$ cat src/rtl/apu_frame_sequencer_gen2_pkg.sv
// Shared constants and types for the APU frame sequencer: step thresholds,
// counter width and the 4-step/5-step mode encoding.
package apu_pkg;

   localparam int unsigned CNT_W  = 16;
   localparam int unsigned DATA_W = 8;
   localparam int unsigned DLY_W  = 3;

   typedef logic [CNT_W-1:0] frame_cnt_t;

   typedef enum logic {
      FRAME_4STEP = 1'b0,
      FRAME_5STEP = 1'b1
   } frame_mode_t;

   localparam frame_cnt_t Q1_CYC = frame_cnt_t'(7456);
   localparam frame_cnt_t Q2_CYC = frame_cnt_t'(14912);
   localparam frame_cnt_t Q3_CYC = frame_cnt_t'(22370);
   localparam frame_cnt_t M0_END = frame_cnt_t'(29829);
   localparam frame_cnt_t M1_END = frame_cnt_t'(37281);

   // Derived decode points: IRQ window start and the final step of each mode
   localparam frame_cnt_t M0_IRQ_CYC  = frame_cnt_t'(M0_END - frame_cnt_t'(2));
   localparam frame_cnt_t M0_STEP_CYC = frame_cnt_t'(M0_END - frame_cnt_t'(1));
   localparam frame_cnt_t M1_STEP_CYC = frame_cnt_t'(M1_END - frame_cnt_t'(1));

endpackage

$ cat src/rtl/apu_frame_sequencer_gen2_if.sv
// CPU-side and channel-side signals of the frame sequencer, bundled as one bus.
interface apu_frame_sequencer_gen2_if;
   import apu_pkg::*;

   logic              cpu_clk;
   logic              wren_4017;
   logic [DATA_W-1:0] from_cpu;
   logic              status_rd;
   logic              e_pulse;
   logic              l_pulse;
   logic              frame_irq;
   logic              mode_out;

   modport master (
      output cpu_clk, wren_4017, from_cpu, status_rd,
      input  e_pulse, l_pulse, frame_irq, mode_out
   );

   modport slave (
      input  cpu_clk, wren_4017, from_cpu, status_rd,
      output e_pulse, l_pulse, frame_irq, mode_out
   );

endinterface

$ cat src/rtl/apu_frame_sequencer_gen2_reset_delay.sv
// Pending sequencer reset after a $4017 write: 3 or 4 CPU cycles depending on
// the parity at the write; a new write reloads the delay.
module apu_frame_reset_delay
   import apu_pkg::*;
(
   input  logic clk,
   input  logic rst,
   input  logic cpu_clk,
   input  logic load,
   input  logic parity,
   output logic expire_c
);

   logic [DLY_W-1:0] dly_q;

   // Zero means idle; the cycle that would step 1 -> 0 is the expiry
   always_ff @(posedge clk) begin
      if (rst) begin
         dly_q <= '0;
      end else if (load) begin
         dly_q <= parity ? DLY_W'(4) : DLY_W'(3);
      end else if (cpu_clk && (dly_q != '0)) begin
         dly_q <= dly_q - DLY_W'(1);
      end
   end

   assign expire_c = cpu_clk && !load && (dly_q == DLY_W'(1));

endmodule

$ cat src/rtl/apu_frame_sequencer_gen2.sv
// APU frame counter: quarter/half-frame strobes, $4017 mode/inhibit register,
// delayed sequencer reset and the frame IRQ flag.
module apu_frame_sequencer_gen2
   import apu_pkg::*;
(
   input logic                       clk,
   input logic                       rst,
   apu_frame_sequencer_gen2_if.slave bus
);

   frame_cnt_t  cnt_q;
   frame_mode_t mode_q;
   logic        irq_inhibit_q;
   logic        irq_q;
   logic        parity_q;
   logic        e_q;
   logic        l_q;

   frame_cnt_t  cnt_nxt_c;
   frame_cnt_t  end_val_c;
   logic        e_nxt_c;
   logic        l_nxt_c;
   logic        irq_set_c;
   logic        expire_c;
   logic        unused_from_cpu;

   assign unused_from_cpu = |bus.from_cpu[5:0];

   apu_frame_reset_delay u_reset_delay (
      .clk      (clk),
      .rst      (rst),
      .cpu_clk  (bus.cpu_clk),
      .load     (bus.wren_4017),
      .parity   (parity_q),
      .expire_c (expire_c)
   );

   // Step decode on the pre-increment count; a reset expiry overrides it
   always_comb begin
      cnt_nxt_c = cnt_q;
      e_nxt_c   = 1'b0;
      l_nxt_c   = 1'b0;
      irq_set_c = 1'b0;
      end_val_c = (mode_q == FRAME_5STEP) ? M1_END : M0_END;
      if (bus.cpu_clk) begin
         if (expire_c) begin
            cnt_nxt_c = '0;
            e_nxt_c   = (mode_q == FRAME_5STEP);
            l_nxt_c   = (mode_q == FRAME_5STEP);
         end else begin
            cnt_nxt_c = (cnt_q >= end_val_c) ? '0 : cnt_q + frame_cnt_t'(1);
            if ((cnt_q == Q1_CYC) || (cnt_q == Q3_CYC)) begin
               e_nxt_c = 1'b1;
            end
            if (cnt_q == Q2_CYC) begin
               e_nxt_c = 1'b1;
               l_nxt_c = 1'b1;
            end
            if (mode_q == FRAME_4STEP) begin
               if (cnt_q == M0_STEP_CYC) begin
                  e_nxt_c = 1'b1;
                  l_nxt_c = 1'b1;
               end
               if ((cnt_q == M0_IRQ_CYC) || (cnt_q == M0_STEP_CYC) || (cnt_q == M0_END)) begin
                  irq_set_c = !irq_inhibit_q;
               end
            end else if (cnt_q == M1_STEP_CYC) begin
               e_nxt_c = 1'b1;
               l_nxt_c = 1'b1;
            end
         end
      end
   end

   always_ff @(posedge clk) begin
      if (rst) begin
         cnt_q         <= '0;
         mode_q        <= FRAME_4STEP;
         irq_inhibit_q <= 1'b0;
         irq_q         <= 1'b0;
         parity_q      <= 1'b0;
         e_q           <= 1'b0;
         l_q           <= 1'b0;
      end else begin
         cnt_q <= cnt_nxt_c;
         e_q   <= e_nxt_c;
         l_q   <= l_nxt_c;
         if (bus.cpu_clk) begin
            parity_q <= !parity_q;
         end
         if (bus.wren_4017) begin
            mode_q        <= frame_mode_t'(bus.from_cpu[7]);
            irq_inhibit_q <= bus.from_cpu[6];
         end
         // Inhibit write beats a set; a set beats a $4015 read
         if (bus.wren_4017 && bus.from_cpu[6]) begin
            irq_q <= 1'b0;
         end else if (irq_set_c) begin
            irq_q <= 1'b1;
         end else if (bus.status_rd) begin
            irq_q <= 1'b0;
         end
      end
   end

   assign bus.e_pulse   = e_q;
   assign bus.l_pulse   = l_q;
   assign bus.frame_irq = irq_q;
   assign bus.mode_out  = (mode_q == FRAME_5STEP);

endmodule

$ cat src/flat_wrapper.sv
// flat-port wrapper written by rule: the top's interface ports become plain ports
module apu_frame_sequencer_gen2_flat import apu_pkg::*;
  (clk, rst, bus_cpu_clk, bus_wren_4017, bus_from_cpu, bus_status_rd, bus_e_pulse, bus_l_pulse, bus_frame_irq, bus_mode_out);
  apu_frame_sequencer_gen2_if bus_i ();
  input logic clk;
  input logic rst;
  input wire logic [$bits(bus_i.cpu_clk)-1:0] bus_cpu_clk;
  input wire logic [$bits(bus_i.wren_4017)-1:0] bus_wren_4017;
  input wire logic [$bits(bus_i.from_cpu)-1:0] bus_from_cpu;
  input wire logic [$bits(bus_i.status_rd)-1:0] bus_status_rd;
  output wire logic [$bits(bus_i.e_pulse)-1:0] bus_e_pulse;
  output wire logic [$bits(bus_i.l_pulse)-1:0] bus_l_pulse;
  output wire logic [$bits(bus_i.frame_irq)-1:0] bus_frame_irq;
  output wire logic [$bits(bus_i.mode_out)-1:0] bus_mode_out;
  assign bus_i.cpu_clk = bus_cpu_clk;
  assign bus_i.wren_4017 = bus_wren_4017;
  assign bus_i.from_cpu = bus_from_cpu;
  assign bus_i.status_rd = bus_status_rd;
  assign bus_e_pulse = bus_i.e_pulse;
  assign bus_l_pulse = bus_i.l_pulse;
  assign bus_frame_irq = bus_i.frame_irq;
  assign bus_mode_out = bus_i.mode_out;
  apu_frame_sequencer_gen2 u_core (.clk(clk), .rst(rst), .bus(bus_i));
endmodule
$ cat config.mk
export PLATFORM = sky130hd
export DESIGN_NAME = apu_frame_sequencer_gen2_flat
export DESIGN_NICKNAME = d
export VERILOG_FILES = /design/src/rtl/apu_frame_sequencer_gen2_pkg.sv /design/src/rtl/apu_frame_sequencer_gen2_if.sv /design/src/rtl/apu_frame_sequencer_gen2_reset_delay.sv /design/src/rtl/apu_frame_sequencer_gen2.sv /design/src/flat_wrapper.sv
export SDC_FILE = /design/constraint.sdc
export NUM_CORES = 1
export LEC_CHECK = 0
export CAP_MARGIN = 20
export CORE_UTILIZATION = 56
export CTS_CLUSTER_DIAMETER = 40
export CTS_CLUSTER_SIZE = 40
export DETAILED_ROUTE_END_ITERATION = 12
export GPL_ROUTABILITY_DRIVEN = 0
export PLACE_DENSITY = 0.79
export REMOVE_ABC_BUFFERS = 1
export SYNTH_ARGS = -nofsm -noshare
export SYNTH_HDL_FRONTEND = slang
export SYNTH_HIERARCHICAL = 1
export SYNTH_SLANG_ARGS = --single-unit
$ cat constraint.sdc
create_clock -name clk -period 2.6 [get_ports clk]
set_input_delay 0.39 -clock clk [delete_from_list [all_inputs] [get_ports clk]]
set_output_delay 0.39 -clock clk [all_outputs]
set_load 0.02 [all_outputs]
==> impl_metrics.py <==
metrics = {
    "run_status": {
        "result_of_the_run": "completed",
    },
    "detailed_routing": {
        "drcViolationCount": 0,
        "detailedRoute.firstIterationViolations": 114,
        "route.vias.total": 1711,
        "route.detailed.wl_per_inst_um": 15.59,
        "postRouteWirelength_um": 4194,
        "drt_pass1_iterations": 4,
        "route.detailed.vias_per_inst": 6.361,
        "ant_nets": 0,
    },
    "place": {
        "buffer_ports.inserted": 10,
        "dp.final_hpwl_um": 3092,
        "placedInstanceArea_um2": 1924,
    },
    "power_and_ir_drop": {
        "power.share.clock": 0.253,
        "power.density_nw_per_um2": 361.2,
        "seqPwrFrac": 0.576,
        "cellInternalPower_uw": 509.4,
        "switching_share": 0.2770,
        "cellLeakagePower_nw": 0.6724,
        "combPwrFrac": 0.171,
        "power.net_switching_uw": 195.2,
        "total_power_uw": 704.6,
        "peakVddDrop_mv": 0.2068,
    },
    "final_layout": {
        "layout_common_cells": "sky130_fd_sc_hd__dfxtp_1 (25), sky130_fd_sc_hd__nand2_1 (21), sky130_fd_sc_hd__nor2_1 (16), sky130_fd_sc_hd__ha_1 (15), sky130_fd_sc_hd__nand4_1 (13)",
        "antenna_diode_count": 0,
        "fin_area_um2": 1951,
        "finalCoreUtilization": 0.6389,
        "synthToLayoutAreaGrowth_pct": 9.021,
        "fraction_of_layout_cells_with_a_size_suffix_above_1": 0.09333,
        "mostFrequentLayoutCell": "sky130_fd_sc_hd__dfxtp_1",
        "final_nets": 254,
    },
    "flow_run": {
        "drv_cap": 0,
    },
    "worst_setup_path": {
        "ff2ff_path_depth": 7,
        "critical_path.reg2reg.endpoint": "u_core/cnt_q[4]$_SDFFE_PP0P_",
        "worst-endpoint-required_ns": 2.84,
        "cp_data_arrival_time_ns": 2.60,
        "start_kind": "flop",
        "r2r_setup_slack_ns": 0.23,
        "worst_r2r_startpoint": "u_core/bus.mode_out$_SDFFE_PP0P_",
        "path_class": "flop to flop",
        "max_fo_critical_path": 17,
        "crit_path_end_kind": "flop",
    },
    "clock_network": {
        "cts_tree": "built",
        "max-clock-path-buffers": 2,
        "insertion_delay_ns": 0.32,
        "clock_transition_at_the_registers_of_the_reported_paths_ns": 0.15,
        "cts-htree-levels": 1,
        "cts_repair_resize_count": 0,
        "post_cts_hold_buffers": 0,
        "cts_buffers": 3,
        "clock_sink_count": 25,
        "post-cts-setup-buffer-count": 0,
        "cts_root_buf": "sky130_fd_sc_hd__clkbuf_4",
    },
    "hold_path": {
        "hold_path_startpoint": "u_core/irq_inhibit_q$_SDFFE_PP0P_",
        "min-delay-path-class": "flop to flop",
        "worstHoldEndpoint": "u_core/irq_inhibit_q$_SDFFE_PP0P_",
        "cell_depth_of_the_worst_hold_path": 2,
    },
    "floorplan": {
        "placeableCoreArea_um2": 3053,
        "dieHeight_um": 58.53,
        "initial_utilization": 0.5861,
        "io_pins": 17,
        "core.rowCount": 20,
        "fp.dieArea_um2": 3425,
        "die_w_um": 58.53,
    },
    "grt": {
        "grt_util_all_layers": 0.2727,
        "grt_max_degree": 26,
        "grt_overflow_total": 0,
        "grt_antenna_before_repair": 0,
        "first_global_vias": 1627,
        "grt_first_pass_wirelength_um": 7341,
    },
    "timing": {
        "fin_crit_sh": 0.9112,
        "fin_skew_ns": 0.01355,
        "final_hold_viol_count": 0,
        "holdWs_ns": 0.5285,
        "max_freq_mhz": 422.1,
        "tns_ns": 0,
        "final_max_slew_viol_count": 0,
        "worst_pin_slew_ns": 0.7395,
        "timing.slew.headroom": 0.5054,
        "finalCriticalPeriod_ns": 2.369,
        "setup_viol": 0,
        "rsz0062_at_grt": "false",
    },
    "synth": {
        "avg_synthesized_cell_area_um2": 8.170,
        "synth-async-reset-ratio": 0,
        "syn_inst": 219,
        "synth-edff-count": 0,
        "synth-warning-count": 6,
        "synthFlopType": "sky130_fd_sc_hd__dfxtp_1",
        "mappedNetlistArea_um2": 1789,
        "synth_sequential_area_ratio": 0.2797,
        "synth.distinct_cells": 47,
        "synth_seq_cells": 25,
    },
}
-- metal layers --
| metal | routed length (um) | global-route usage | share of wire |
|---|---|---|---|
| met1 | 1832 | 0.3497 | 0.44 |
| met2 | 2153 | 0.4713 | 0.51 |
| met3 | 175 | 0.02418 | 0.042 |
| met4 | 32 | 0.1122 | 0.0076 |
| met5 | 0 | 0 | 0 |
-- registers in the layout, summed over array words and instances, names as in the netlist --
register / count
u_core/bus.frame_irq: 1
u_core/u_reset_delay/dly_q: 3
u_core/bus.e_pulse: 1
u_core/bus.mode_out: 1
u_core/cnt_q: 16
u_core/bus.l_pulse: 1
u_core/parity_q: 1
u_core/irq_inhibit_q: 1
-- how the worst max path moves through the flow --
stage / from / end / slack, ns / cells after the start
final: u_core/bus.mode_out$_SDFFE_PP0P_ / u_core/cnt_q[4]$_SDFFE_PP0P_ / 0.23 / 7
after global routing: u_core/bus.mode_out$_SDFFE_PP0P_ / u_core/cnt_q[4]$_SDFFE_PP0P_ / 0.06 / 7
after CTS: u_core/bus.mode_out$_SDFFE_PP0P_ / u_core/cnt_q[6]$_SDFFE_PP0P_ / 0.26 / 8
after detailed placement: bus_cpu_clk / u_core/cnt_q[6]$_SDFFE_PP0P_ / 0.16 / 8
after global placement: bus_cpu_clk / u_core/cnt_q[6]$_SDFFE_PP0P_ / 0.23 / 8
after floorplan: u_core/bus.mode_out$_SDFFE_PP0P_ / u_core/cnt_q[4]$_SDFFE_PP0P_ / 0.27 / 7
-- Yosys cell counts (6+ instances only) --
cell type	number	area (um^2)
sky130_fd_sc_hd__a21oi_1	9	45.04
sky130_fd_sc_hd__nand4_1	13	81.33
sky130_fd_sc_hd__ha_1	15	187.7
sky130_fd_sc_hd__nand3_1	11	55.05
sky130_fd_sc_hd__nor3_1	6	30.03
sky130_fd_sc_hd__a31oi_1	7	43.79
sky130_fd_sc_hd__inv_1	9	33.78
sky130_fd_sc_hd__nor2_1	16	60.06
sky130_fd_sc_hd__o211ai_1	6	45.04
sky130_fd_sc_hd__clkbuf_1	10	37.54
sky130_fd_sc_hd__o21ai_0	7	35.03
sky130_fd_sc_hd__nand2_1	21	78.83
sky130_fd_sc_hd__dfxtp_1	25	500.5
-- power by group through the flow --
stage | sequential (mW) | clock (mW) | combinational (mW)
5_1_grt | 0.408 | 0.202 | 0.132
2_1_floorplan | 0.414 | 0 | 0.0706
3_3_place_gp | 0.413 | 0 | 0.113
4_1_cts | 0.406 | 0.186 | 0.120
3_5_place_dp | 0.414 | 0 | 0.120
6_report | 0.406 | 0.178 | 0.121
-- final cells by class --
type                            count  area [um^2]
Sequential cell                    25        500.5
Timing Repair Buffer               18        160.2
Tap cell                           44        55.05
Inverter                            9        33.78
Fill cell                         279         1102
Multi-Input combinational cell    169         1175
Clock buffer                        4        26.28
-- stage by stage --
| step | setup WS, ns | cells |
|---|---|---|
| after floorplan | 0.2719 | 203 |
| after global placement | 0.2258 | 265 |
| after detailed placement | 0.1633 | 265 |
| after CTS | 0.2629 | 269 |
| after global routing | 0.06213 | 269 |
| final | 0.2310 | 269 |
-- worst max-delay path, stage by stage, from the launching register on --
cell                       delay, ns
sky130_fd_sc_hd__dfxtp_1        0.44
sky130_fd_sc_hd__inv_1          0.12
sky130_fd_sc_hd__ha_1           0.40
sky130_fd_sc_hd__nand4_1        0.12
sky130_fd_sc_hd__a21oi_1        0.07
sky130_fd_sc_hd__a211oi_4       0.66
sky130_fd_sc_hd__nand3b_2       0.22
sky130_fd_sc_hd__o31ai_1        0.25
-- cell families (layout without fill, tap and decap cells) --
family | count (synthesis) | in the layout | synth area share
adders and majority gates | 15 | 15 | 0.1049
AOI/OAI and AO/OA | 47 | 47 | 0.1923
xor gates and xnor gates | 4 | 4 | 0.01958
DFF | 25 | 25 | 0.2797
and+or+nand+nor | 101 | 101 | 0.3287
buffers and inverters | 25 | 31 | 0.06364
muxes | 2 | 2 | 0.01119
(Power assumes the default switching activity.)
